==> config.mk <==
export PLATFORM = sky130hd
export DESIGN_NAME = bch_encoder_param_flat
export DESIGN_NICKNAME = d
export VERILOG_FILES = /design/src/rtl/bch_encoder_param_if.sv /design/src/rtl/bch_encoder_param.sv /design/src/flat_wrapper.sv
export SDC_FILE = /design/constraint.sdc
export NUM_CORES = 1
export LEC_CHECK = 0
export ABC_AREA = 1
export CAP_MARGIN = 20
export CORE_ASPECT_RATIO = 0.7
export CORE_UTILIZATION = 46
export DETAILED_ROUTE_END_ITERATION = 6
export GPL_TIMING_DRIVEN = 0
export HOLD_SLACK_MARGIN = 0.15
export PLACE_DENSITY = 0.78
export SYNTH_ARGS = -nofsm -noshare
export SYNTH_HDL_FRONTEND = slang
export SYNTH_SLANG_ARGS = --single-unit
==> constraint.sdc <==
create_clock -name clk -period 1.65 [get_ports clk]
set_input_delay 0.33 -clock clk [delete_from_list [all_inputs] [get_ports clk]]
set_output_delay 0.33 -clock clk [all_outputs]
set_load 0.005 [all_outputs]
==> src/rtl/bch_encoder_param_if.sv <==
// Handshake bundle for bch_encoder_param: message in, systematic codeword out.
// err_mask exists only when BCH_ENC_ERR_INJ_EN is defined.
interface bch_encoder_param_if #(
   parameter int N = 15,
   parameter int K = 7
);
   logic         in_valid;
   logic         in_ready;
   logic [K-1:0] msg;
   logic         out_valid;
   logic         out_ready;
   logic [N-1:0] codeword;
`ifdef BCH_ENC_ERR_INJ_EN
   logic [N-1:0] err_mask;
`endif

   modport master (
      output in_valid,
      output msg,
      output out_ready,
`ifdef BCH_ENC_ERR_INJ_EN
      output err_mask,
`endif
      input  in_ready,
      input  out_valid,
      input  codeword
   );

   modport slave (
      input  in_valid,
      input  msg,
      input  out_ready,
`ifdef BCH_ENC_ERR_INJ_EN
      input  err_mask,
`endif
      output in_ready,
      output out_valid,
      output codeword
   );
endinterface

==> src/rtl/bch_encoder_param.sv <==
// Bit-serial systematic BCH encoder: one message bit per cycle, MSB first.
// Optional error injection on the output codeword via macro BCH_ENC_ERR_INJ_EN.
module bch_encoder_param #(
   parameter int           N   = 15,
   parameter int           K   = 7,
   parameter logic [N-K:0] GEN = 9'b111010001
) (
   input  logic                 clk,
   input  logic                 reset,
   bch_encoder_param_if.slave   bus
);

   localparam int PW = N - K;
   localparam int CW = (K > 1) ? $clog2(K) : 1;

   if (N <= K) begin : g_bad_nk
      $error("bch_encoder_param: N must exceed K");
   end else if (GEN[N-K] != 1'b1 || GEN[0] != 1'b1) begin : g_bad_gen
      $error("bch_encoder_param: GEN must have x^(N-K) and x^0 terms set");
   end

   typedef enum logic [1:0] {IDLE, SHIFT, DONE} state_t;

   state_t        state_q, state_d;
   logic [K-1:0]  msg_q, msg_d;
   logic [PW-1:0] p_q, p_d;
   logic [CW-1:0] cnt_q, cnt_d;
   logic          fb;
   logic [N-1:0]  err_q, err_d;

   always_ff @(posedge clk or posedge reset) begin
      if (reset) begin
         state_q <= IDLE;
         msg_q   <= '0;
         p_q     <= '0;
         cnt_q   <= '0;
         err_q   <= '0;
      end else begin
         state_q <= state_d;
         msg_q   <= msg_d;
         p_q     <= p_d;
         cnt_q   <= cnt_d;
         err_q   <= err_d;
      end
   end

   always_comb begin
      state_d = state_q;
      msg_d   = msg_q;
      p_d     = p_q;
      cnt_d   = cnt_q;
      err_d   = err_q;
      fb      = 1'b0;
      case (state_q)
         IDLE: begin
            if (bus.in_valid) begin
               msg_d   = bus.msg;
               p_d     = '0;
               cnt_d   = CW'(K - 1);
`ifdef BCH_ENC_ERR_INJ_EN
               err_d   = bus.err_mask;
`else
               err_d   = '0;
`endif
               state_d = SHIFT;
            end
         end
         SHIFT: begin
            // LFSR division by GEN; remainder left in p after the last bit
            fb  = msg_q[cnt_q] ^ p_q[PW-1];
            p_d = (p_q << 1) ^ ({PW{fb}} & GEN[PW-1:0]);
            if (cnt_q == '0) begin
               state_d = DONE;
            end else begin
               cnt_d = cnt_q - 1'b1;
            end
         end
         DONE: begin
            if (bus.out_ready) begin
               state_d = IDLE;
            end
         end
         default: state_d = IDLE;
      endcase
   end

   // in_ready also gated by reset so it reads 0 for the whole reset pulse
   assign bus.in_ready  = (state_q == IDLE) && !reset;
   assign bus.out_valid = (state_q == DONE);
   assign bus.codeword  = (state_q == DONE) ? ({msg_q, p_q} ^ err_q) : '0;

endmodule

==> src/flat_wrapper.sv <==
// flat-port wrapper written by rule: the top's interface ports become plain ports
module bch_encoder_param_flat 
#(
   parameter int           N   = 15,
   parameter int           K   = 7,
   parameter logic [N-K:0] GEN = 9'b111010001
)
  (clk, reset, bus_in_valid, bus_msg, bus_out_ready, bus_in_ready, bus_out_valid, bus_codeword);
  bch_encoder_param_if #(.N(N), .K(K)) bus_i ();
  input  logic clk;
  input  logic reset;
  input wire logic [$bits(bus_i.in_valid)-1:0] bus_in_valid;
  input wire logic [$bits(bus_i.msg)-1:0] bus_msg;
  input wire logic [$bits(bus_i.out_ready)-1:0] bus_out_ready;
  output wire logic [$bits(bus_i.in_ready)-1:0] bus_in_ready;
  output wire logic [$bits(bus_i.out_valid)-1:0] bus_out_valid;
  output wire logic [$bits(bus_i.codeword)-1:0] bus_codeword;
  assign bus_i.in_valid = bus_in_valid;
  assign bus_i.msg = bus_msg;
  assign bus_i.out_ready = bus_out_ready;
  assign bus_in_ready = bus_i.in_ready;
  assign bus_out_valid = bus_i.out_valid;
  assign bus_codeword = bus_i.codeword;
  bch_encoder_param #(.N(N), .K(K), .GEN(GEN)) u_core (.clk(clk), .reset(reset), .bus(bus_i));
endmodule
After elaboration in Yosys (flattened, before gate mapping) --
Index checks and enable logic that the tools add are counted.
Word-level totals: input bits 11, bits in registers 20, output and inout bits 17
Operators by class: equal/unequal tests 6, order comparisons 1, mux-type cells 12, bitwise gates (word level) 2, reduce and logical (&&, ||, !) cells 9, $add $sub $neg 1
Operators with widths (count):
- $pmux 8 s2 | 1
- $mux 15 | 1
- $mux 8 | 1
- $xor 8x8->8 | 1
- $mux 2 | 3
- $mux 3 | 2
- $ne 2x2->1 const B | 3
- $pmux 2 s3 | 1
- $pmux 3 s2 | 1
- $reduce_and 3->1 | 2
- $lt 3x4->1 const B | 1
- $reduce_and 2->1 | 2
- $bmux 1 s3 | 1
- $logic_not 3->1 | 1
- $sub 3x1->3 const B | 1
- $eq 2x1->1 const B | 1
- $eq 2x2->1 const B | 1
- $logic_not 2->1 | 1
- $ne 2x1->1 const B | 1
- $reduce_bool 2->1 | 1
- $logic_and 1x1->1 | 1
- $logic_not 1->1 | 1
- $mux 1 | 1
- $xor 1x1->1 | 1

Longest topological paths before layout --
word-level depth 5, gate-level depth with buffers 9, gate-level depth less buffers 9

Worst setup path before layout --
OpenSTA, ideal clock, no wires.
kind register to register, from reg u_core.cnt_q[0], to reg u_core.cnt_q[1], clock period less this slack 1.306 ns, setup slack 0.344 ns, arrival time 1.176 ns, library setup time 0.130 ns, cell stages (with the launch flop) 7, data required time 1.520 ns, cell sequence dfrtp_1 inv_1 ha_1 a21oi_4 or2_4 nor2_1 a31oi_1
On the way: cells in the longest elaborated chain, start to end 3
Ends and longest elaborated chain:
- from (decl) | RTL line bch_encoder_param.sv:27 | logic [CW-1:0] cnt_q, cnt_d;
- from (signal assigned) | RTL line bch_encoder_param.sv:42 | cnt_q <= cnt_d;
- $sub 3x1->3 / $logic_not 3->1 (equally long branches) | RTL line bch_encoder_param.sv:75, bch_encoder_param.sv:72
- $mux 3 / $ne 2x2->1 (equally long branches)
- $pmux 3 s2 / $reduce_and 3->1 (equally long branches)
Several ways; a longest one is shown, not always the timed one. The select of a mux whose other input is x is not followed. A chain may end at the register's enable or synchronous reset.

Final worst setup path --
from reg u_core.state_q[0], to out bus_codeword[0]
On the way: cells in the longest elaborated chain, start to end 2
Ends and longest elaborated chain:
- from (decl) | RTL line bch_encoder_param.sv:24 | state_t state_q, state_d;
- from (signal assigned) | RTL line bch_encoder_param.sv:39 | state_q <= state_d;
- $eq 2x2->1 | RTL line bch_encoder_param.sv:90 | assign bus.codeword = (state_q == DONE) ? ({msg_q, p_q} ^ err_q) : '0;
- $mux 15 | RTL line bch_encoder_param.sv:90
- to (decl) | RTL line flat_wrapper.sv:17 | output wire logic [$bits(bus_i.codeword)-1:0] bus_codeword;
Every way passes these cells.

==> flow_metrics.py <==
metrics = {
    "grt": {
        "grt_usage_pct": 23.9,
        "use_met2_pct": 39.7,
        "use_met1_pct": 32.2,
        "grt_max_degree": 21,
        "grtUsageMet3_pct": 6.48,
        "busiest_layer": "met2",
        "overflow": 0,
        "grt_pass1_vias": 849,
        "antenna_found_initial": 0,
        "grt_pass1_wl_um": 4010,
    },
    "pwr": {
        "p_int_mw": 1.46,
        "p_clk_share_pct": 10.9,
        "finalPower_mw": 2.61,
        "vdd_drop_max_mv": 0.922,
        "swShare_pct": 44.1,
        "pwr_density_cell_nw_per_um2": 1820,
        "leakage_nw": 0.760,
        "switchingPower_mw": 1.15,
        "p_seq_share_pct": 31.4,
        "combPwrFrac_pct": 57.7,
    },
    "floorplan": {
        "die_area_sq_um": 2400,
        "die_x_um": 58.2,
        "coreArea_sq_um": 1970,
        "std_cell_rows": 13,
        "die_h_um": 41.3,
        "io_pins": 28,
        "initial_core_util_pct": 51.6,
    },
    "synth": {
        "synth_cells": 132,
        "synthesis.area_sq_um": 1020,
        "yosys_most_used_dff": "dfrtp_1",
        "synth_most_common_cell": "nand2_1",
        "synth-seq-cells": 20,
        "yosysTopAreaCell": "dfrtp_1",
        "synth.top_cell.area_share_pct": 49.3,
        "syn_nets": 145,
        "synthTopCellsByCount": "nand2_1, inv_1, dfrtp_1, nand3_1, nor2_1",
        "syn_area_per_cell_sq_um": 7.70,
        "synth_edf_count": 0,
        "ys_types": 16,
        "synthArstFlopShare_pct": 100,
        "synth.area.top_cells": "dfrtp_1, nand2_1, nand3_1",
        "ys_seq_area_share_pct": 49.3,
        "yosysWarnings": 0,
    },
    "clocking": {
        "cts_buffer_depth": 2,
        "cts.sinks": 20,
        "clkLatencyLatePin_ps": 300,
        "cts_tree": "built",
        "cts-root-buf": "clkbuf_4",
        "ctsHtreeMaxLevel": 1,
        "cts_buffers": 3,
        "path_clk_slew_ps": 110,
    },
    "setup_path": {
        "crit_path_max_fanout": 7,
        "timing.critical_path.from": "u_core.state_q[0]",
        "reg2reg_from": "u_core.state_q[0]",
        "cp-end-kind": "output port",
        "crit_arrival_ps": 1330,
        "critPathKind": "reg -> out",
        "r2r_cells": 9,
        "critical_path_required_ps": 1320,
        "critPathLaunchType": "flop",
    },
    "outcome": {
        "failed_checks": "setup timing",
        "status": "complete, but fails checks",
    },
    "route": {
        "first_pass_iters": 4,
        "drt_iter0_drc": 32,
        "drc_errors": 0,
        "drtAntennaViolNets": 0,
        "vias_per_cell": 4.96,
        "vias": 1012,
        "routed_wl_um": 2630,
        "wl_per_cell_um": 12.9,
    },
    "finish": {
        "n_fill_cell": 158,
        "syn_to_final_growth_pct": 41.0,
        "diodes": 0,
        "drive_above_1_share_pct": 25.3,
        "seq_area_sq_um": 502,
        "final_cell_count_no_fill": 204,
        "multiInputGateArea_sq_um": 448,
        "design_area_sq_um": 1430,
        "nets": 188,
    },
    "sta": {
        "fin_crit_sh_pct": 101,
        "skew_ps": 4.41,
        "tightest_slew_ps": 753,
        "setup_slack_ps": -12.4,
        "rsz0062_at_grt": "yes",
        "layout_min_cycle_time_ps": 1660,
        "max_freq_ghz": 0.602,
        "drv_slew": 0,
        "relSlewSlack_pct": 49.8,
        "setup_viol": 4,
        "hold_violations": 0,
    },
    "placement": {
        "placedCellCount": 189,
        "portBuffers": 27,
        "dp_hpwl_um": 1770,
        "preCtsSetupSlack_ps": -302,
        "place_congestion": 0.929,
        "placed_area_sq_um": 1320,
    },
    "min_path": {
        "hold_class": "in -> async",
    },
    "flow_run": {
        "cap_violations": 0,
    },
}
==> worst max-delay path, cell delays in order (launching register included) <==
cell	delay, ps
dfrtp_1	400
inv_2	80
nand2_4	90
buf_8	130
buf_6	120
nor2_1	80
buf_2	110
==> power groups by stage <==
stage / sequential, mW / combinational [mW] / clock [mW]
6_report: 0.820 / 1.51 / 0.283
5_1_grt: 0.850 / 1.67 / 0.311
4_1_cts: 0.814 / 1.36 / 0.291
3_5_place_dp: 0.832 / 1.25 / 0
3_3_place_gp: 0.825 / 1.21 / 0
2_1_floorplan: 0.805 / 0.864 / 0
==> sequential cells by signal (all words and copies together), names as in the netlist <==
register and flops:
u_core.p_q 8, u_core.msg_q 7, u_core.cnt_q 3, u_core.state_q 2
==> layout by cell type (no fill, tap or decap), drive strengths merged <==
| cell | instances |
|---|---|
| nand2 | 27 |
| inv | 24 |
| buf | 23 |
| nand3 | 20 |
| dfrtp | 20 |
| nor2 | 19 |
| clkdlybuf4s50 | 10 |
| o21ai | 9 |
| clkbuf | 7 |
| o22ai | 5 |
| dlygate4sd2 | 4 |
| ha | 2 |
| a21oi | 1 |
| or2 | 1 |
| a31oi | 1 |
| nor3 | 1 |
==> cells by family (layout without fill, tap and decap cells) <==
kind of cell | count (synthesis) | after routing | synth area share, %
buffers and inverters | 26 | 68 | 9.61
flip-flops | 20 | 20 | 49.3
AO/OA/AOI/OAI | 16 | 16 | 9.73
adder cells (fa/ha/maj) | 2 | 2 | 2.46
AND/OR/NAND/NOR | 68 | 68 | 28.9
==> through the flow <==
stage          TNS, ps  utilization (%)  hold slack [ps]
2_1_floorplan        0                -              294
3_3_place_gp     -2610             67.3              469
3_5_place_dp     -2940             67.3              471
4_1_cts           -110             70.4              497
5_1_grt           -849             72.8              546
6_report         -26.0             72.8              493
==> path summary, 6_finish.rpt <==
| kind | endpoint | slack, ps |
|---|---|---|
| min reg2reg | u_core.p_q[4] | 490 |
| max in group asynchronous | u_core.state_q[1] | 640 |
| max reg2reg | u_core.cnt_q[1] | 60 |
| min in group clk | u_core.p_q[4] | 490 |
| max | bus_codeword[0] | -10 |
| min | u_core.p_q[7] | 490 |
==> timing repair <==
action / 4_1_cts / 5_1_grt
pin swaps: 1 / 2
endpoints found under the setup margin: 17 / 19
buffers inserted: 7 / 4
resized for setup: 57 / 19
hold buffers: 0 / 0
==> metal layers <==
| metal | up-vias | share of wire [%] | wire, um |
|---|---|---|---|
| li1 | 501 | - | - |
| met1 | 469 | 46 | 1210 |
| met2 | 40 | 46 | 1210 |
| met3 | 2 | 7.3 | 193 |
| met4 | 0 | 0.50 | 13 |
| met5 | - | 0 | 0 |
==> layout make-up <==
| cell class | count | share of cell area, % |
|---|---|---|
| clock buffer | 4 | 2.53 |
| timing repair buffer | 38 | 20.7 |
| inverter | 24 | 6.29 |
| tap | 30 | 2.62 |
| multi-input combinational | 86 | 31.3 |
| buffer | 2 | 1.57 |
| sequential | 20 | 35.0 |
(Power assumes the default switching activity.)
